--- src/rtl/adc_channel_sequencer.sv ---
// Round-robin ADC channel scheduler: walks the enabled-channel mask, waits for a
// tagged conversion result per channel, republishes it, and skips silent channels.
module adc_channel_sequencer #(
    parameter int unsigned NUM_CH         = 8,
    parameter int unsigned SAMPLE_W       = 10,
    parameter int unsigned TIMEOUT_CYCLES = 1000
) (
    input  logic                clk,
    input  logic                rst_n,
    input  logic [NUM_CH-1:0]   i_en_mask,
    output logic [3:0]          o_channel,
    input  logic                i_new_sample,
    input  logic [SAMPLE_W-1:0] i_sample,
    input  logic [3:0]          i_sample_channel,
    output logic                o_out_valid,
    output logic [3:0]          o_out_channel,
    output logic [SAMPLE_W-1:0] o_out_sample,
    output logic                o_timeout_err,
    output logic                o_busy
);

    localparam int unsigned TW = (TIMEOUT_CYCLES > 2) ? $clog2(TIMEOUT_CYCLES) : 1;

    typedef enum logic [1:0] {
        StIdle,
        StArm,
        StWait
    } state_t;

    state_t                r_state;
    logic [3:0]            r_ptr;
    logic [3:0]            r_cur_ch;
    logic [TW-1:0]         r_timer;
    logic [3:0]            r_channel;
    logic                  r_out_valid;
    logic [3:0]            r_out_channel;
    logic [SAMPLE_W-1:0]   r_out_sample;
    logic                  r_timeout_err;
    logic                  r_busy;

    logic [15:0]           w_mask16;
    logic                  w_any;
    logic [3:0]            w_next_ch;

    assign w_mask16 = 16'(i_en_mask);
    assign w_any    = |i_en_mask;

    // First enabled bit strictly after r_ptr, wrapping; falls back to r_ptr itself.
    always_comb begin
        logic [4:0] v_sum;
        logic       v_found;
        v_sum     = '0;
        v_found   = 1'b0;
        w_next_ch = r_ptr;
        for (int unsigned k = 1; k <= NUM_CH; k++) begin
            v_sum = 5'(r_ptr) + 5'(k);
            if (v_sum >= 5'(NUM_CH)) begin
                v_sum = v_sum - 5'(NUM_CH);
            end
            if (!v_found && w_mask16[v_sum[3:0]]) begin
                w_next_ch = v_sum[3:0];
                v_found   = 1'b1;
            end
        end
    end

    always_ff @(posedge clk or negedge rst_n) begin
        if (!rst_n) begin
            r_state       <= StIdle;
            r_ptr         <= 4'(NUM_CH - 1);
            r_cur_ch      <= '0;
            r_timer       <= '0;
            r_channel     <= 4'hF;
            r_out_valid   <= 1'b0;
            r_out_channel <= '0;
            r_out_sample  <= '0;
            r_timeout_err <= 1'b0;
            r_busy        <= 1'b0;
        end else begin
            r_out_valid   <= 1'b0;
            r_timeout_err <= 1'b0;
            unique case (r_state)
                StIdle: begin
                    r_channel <= 4'hF;
                    if (w_any) begin
                        r_state <= StArm;
                        r_busy  <= 1'b1;
                    end
                end
                StArm: begin
                    if (!w_any) begin
                        r_state   <= StIdle;
                        r_channel <= 4'hF;
                        r_busy    <= 1'b0;
                    end else begin
                        r_cur_ch  <= w_next_ch;
                        r_channel <= w_next_ch;
                        r_timer   <= '0;
                        r_state   <= StWait;
                    end
                end
                StWait: begin
                    // Mask clear wins over capture, capture wins over timeout.
                    if (!w_mask16[r_cur_ch]) begin
                        r_ptr   <= r_cur_ch;
                        r_state <= StArm;
                    end else if (i_new_sample && (i_sample_channel == r_cur_ch)) begin
                        r_out_sample  <= i_sample;
                        r_out_channel <= r_cur_ch;
                        r_out_valid   <= 1'b1;
                        r_ptr         <= r_cur_ch;
                        r_state       <= StArm;
                    end else if (r_timer == TW'(TIMEOUT_CYCLES - 1)) begin
                        r_ptr         <= r_cur_ch;
                        r_timeout_err <= 1'b1;
                        r_state       <= StArm;
                    end else begin
                        r_timer <= r_timer + TW'(1);
                    end
                end
                default: begin
                    r_state <= StIdle;
                end
            endcase
        end
    end

    assign o_channel     = r_channel;
    assign o_out_valid   = r_out_valid;
    assign o_out_channel = r_out_channel;
    assign o_out_sample  = r_out_sample;
    assign o_timeout_err = r_timeout_err;
    assign o_busy        = r_busy;

endmodule
--- config.mk ---
export PLATFORM = sky130hd
export DESIGN_NAME = adc_channel_sequencer
export DESIGN_NICKNAME = d
export VERILOG_FILES = /design/src/rtl/adc_channel_sequencer.sv
export SDC_FILE = /design/constraint.sdc
export NUM_CORES = 1
export LEC_CHECK = 0
export CAP_MARGIN = 30
export CORE_MARGIN = 2
export CORE_UTILIZATION = 49
export DETAILED_ROUTE_END_ITERATION = 10
export PLACE_DENSITY = 0.76
export SLEW_MARGIN = 20
export SYNTH_ARGS = -nofsm -noshare
export SYNTH_HDL_FRONTEND = slang
export SYNTH_SLANG_ARGS = --single-unit
export TNS_END_PERCENT = 20
--- constraint.sdc ---
create_clock -name clk -period 3.6 [get_ports clk]
set_clock_uncertainty 0.2 [all_clocks]
set_input_delay 0.72 -clock clk [delete_from_list [all_inputs] [get_ports clk]]
set_output_delay 0.72 -clock clk [all_outputs]
set_load 0.02 [all_outputs]
==> results.cfg <==
[outcome]
status = finished clean

[drt]
firstDrtPassIters = 5
routed_wl_um = 7320
remaining_drc_errors = 0
via_count = 2739
wl_per_cell_um = 15.8
drt-initial-drc-count = 250
vias_per_cell = 5.92
ant_nets = 0

[worst_setup_path]
cpPeakStageDelay_ns = 0.58
setup.worst_path.class = flop to flop
worstPathMaxFanout = 7
worstPathRequired_ns = 3.58
path_depth = 9
crit_family = compound AO/OA/AOI/OAI gates
crit_arrival_ns = 3.20
cp-end-kind = flop
slowest_stage = mux4_2
crit_start = r_ptr[1]
path_cells = inv_1 -> ha_1 -> mux4_2 -> nand2_1 -> o31ai_2 -> a211oi_1 -> and3_1 -> o21ai_2 -> a32o_1
setup.worst_path.end = r_cur_ch[2]
r2r_start = r_ptr[1]
startpoint_type = flop
path_buf_inv = 1
timing.reg2reg.setup_slack_ns = 0.38
worstReg2RegEnd = r_cur_ch[2]
reg2reg_depth = 9

[logic_synthesis]
synth_cell_types = 56
yosysTopAreaCellShare = 0.279
synth.largest_area_cell = dfrtp_1
synth_area_mm2 = 0.00304
yosys_most_used_dff = dfrtp_1
synth_edf_count = 0
ys_seq_elements = 41
yosys-top-cells-area = dfrtp_1 (28%), nand2_1 (8.9%), mux4_2 (8.1%)
ys_warn_count = 0
ys_seq_area_frac = 0.340
syn_inst = 338
avgSynthCellArea_um2 = 9.01
synth_nets = 375
synth-async-reset-ratio = 1.00

[placed_design]
dp_hpwl_um = 5370
place_congestion = 0.936
place_ws_ns = 0.227
port_buffers = 45

[cts]
cts_inserted_buffers = 5
cts_buffer_depth = 2
cts.clk_slew.worst_paths_ns = 0.08
post_cts_buffers = 0
holdBufCountCts = 0
cts_tree = done
cts_resized = 0
clock_latency_ns = 0.29
cts_sinks = 41
cts_root_buf = clkbuf_8
cts-htree-levels = 2

[die]
die_w_um = 82.8
core_mm2 = 0.00596
rows = 28
start_util = 0.511
dieArea_mm2 = 0.00686
die_height_um = 82.8
io-pin-count = 46

[sta]
timing.final.ws_setup_ns = 0.381
drv_slew = 0
maxSlewHeadroom = 0.614
finalCriticalPeriod_ns = 3.22
fin_crit_sh = 0.894
worst_pin_slew_ns = 0.575
fin_tns_setup_ns = 0
finalHoldViolCount = 0
rsz0062_at_grt = false
setup_viol = 0
whs_ns = 0.0712
fmax_mhz = 311

[cells_and_area]
layout-drive-gt1-share = 0.147
utilization = 0.626
register_area_mm2 = 0.00103
nets = 425
syn2layout_area_growth_pct = 22.4
diodes = 0
multi_input_area_mm2 = 0.00189
num-fill-cells = 507

[grt]
grt_pass1_vias = 2549
track_usage = 0.215
antenna_found_initial = 0
grt_start_max_net_pins = 42
grt_overflow = 0
grt_pass1_wl_um = 12200

[flow_run]
drv_cap = 0

[worst_hold_path]
worstHoldPathType = primary input to async pin

[power_and_ir_drop]
p_leak_nw = 1.61
ir_drop_mv = 0.551
powerDensity_mw_per_mm2 = 900
==> registers in the layout, indices dropped and copies added, names as in the netlist <==
signal,flops
o_out_sample,10
r_timer,10
o_channel,4
o_out_channel,4
r_cur_ch,4
r_ptr,4
r_state,2
o_busy,1
o_out_valid,1
o_timeout_err,1
==> stage by stage <==
stage               power [mW]  std cells  instance area, um^2
finish                    3.36        463                 3730
global route              3.60        463                 3730
CTS                       3.34        462                 3710
detailed placement        2.97        455                 3600
global placement          2.94        455                 3600
floorplan                 2.35        338                 3040
==> synthesized netlist by cell type (2+ instances only) <==
library cell	count
nand2_1	72
dfrtp_1	34
nor2_1	23
a21oi_1	14
xnor2_1	13
ha_1	12
mux4_2	11
nand3_1	11
inv_1	9
and3_1	8
buf_2	8
o21ai_0	8
dfstp_2	7
nor3_1	7
clkbuf_1	6
nand2b_1	6
nor2b_1	6
nor4_1	6
and2_1	5
or2_2	5
xor2_1	5
a211oi_1	4
mux2i_1	4
nand4_1	4
o21ai_2	4
mux2_2	3
mux4_1	3
o311ai_0	3
a211o_1	2
a21o_1	2
a311oi_1	2
a31oi_1	2
a32o_1	2
and3b_1	2
o2111ai_1	2
o21a_1	2
o21ai_1	2
==> placed cells by master, fill, tap and decap left out, types with 5 or more instances in the layout <==
cell type        count
o21ai_0              8
ha_1                12
and3_1               8
inv_1                9
nor2_1              23
xor2_1               5
clkdlybuf4s50_1     44
nor4_1               6
nor2b_1              6
dfrtp_1             34
or2_2                5
buf_4               14
and2_1               5
mux4_2              11
dfstp_2              7
a21oi_1             14
nand2_1             72
nand2b_1             6
nand3_1             11
clkbuf_8             5
xnor2_1             13
nor3_1               7
==> metal layers <==
layer,GRT usage,wire length [um],vias up
met4,0.0477,130,0
met1,0.301,3210,1288
met3,0.0497,579,15
met2,0.344,3400,129
met5,0,0,-
li1,-,-,1307
==> worst register-to-register path: stages, from the launching register on <==
cell and delay, ns:
dfstp_2 0.53, inv_1 0.13, ha_1 0.45, mux4_2 0.58, nand2_1 0.11, o31ai_2 0.11, a211oi_1 0.36, and3_1 0.29
o21ai_2 0.09, a32o_1 0.26
==> area by class of cell <==
type | instances | share of cell area
clock buffer | 5 | 0.0185
clock inverter | 2 | 0.00940
inverter | 10 | 0.0101
multi-input combinational | 270 | 0.506
sequential | 41 | 0.278
tap | 75 | 0.0252
timing repair buffer | 60 | 0.153
==> cell families after synthesis <==
family	share of synthesized area
XOR/XNOR	0.0518
flip-flops	0.340
adder cells (fa/ha/maj)	0.0493
buffers and inverters	0.0403
AO/OA/AOI/OAI	0.143
AND/OR/NAND/NOR	0.244
multiplexers	0.132
==> how the worst min path moves through the flow <==
stage	end	from	slack, ns	depth (start not counted)
2_1_floorplan	o_busy	rst_n	0.22	0
3_3_place_gp	o_out_sample[7]	o_out_sample[7]	0.26	2
3_5_place_dp	o_out_sample[0]	o_out_sample[0]	0.26	2
4_1_cts	o_out_sample[8]	o_out_sample[8]	0.28	2
5_1_grt	r_timer[5]	rst_n	0.08	1
6_report	r_timer[5]	rst_n	0.07	1
==> report_power, final <==
group          internal [mW]  total, mW  switching (mW)  leakage, nW
Sequential             0.623      0.741           0.119        0.528
Combinational           1.00       2.26            1.26         1.03
Clock                  0.202      0.355           0.154       0.0540
Total                   1.82       3.36            1.53         1.61
Power figures use the tool's default switching activity.
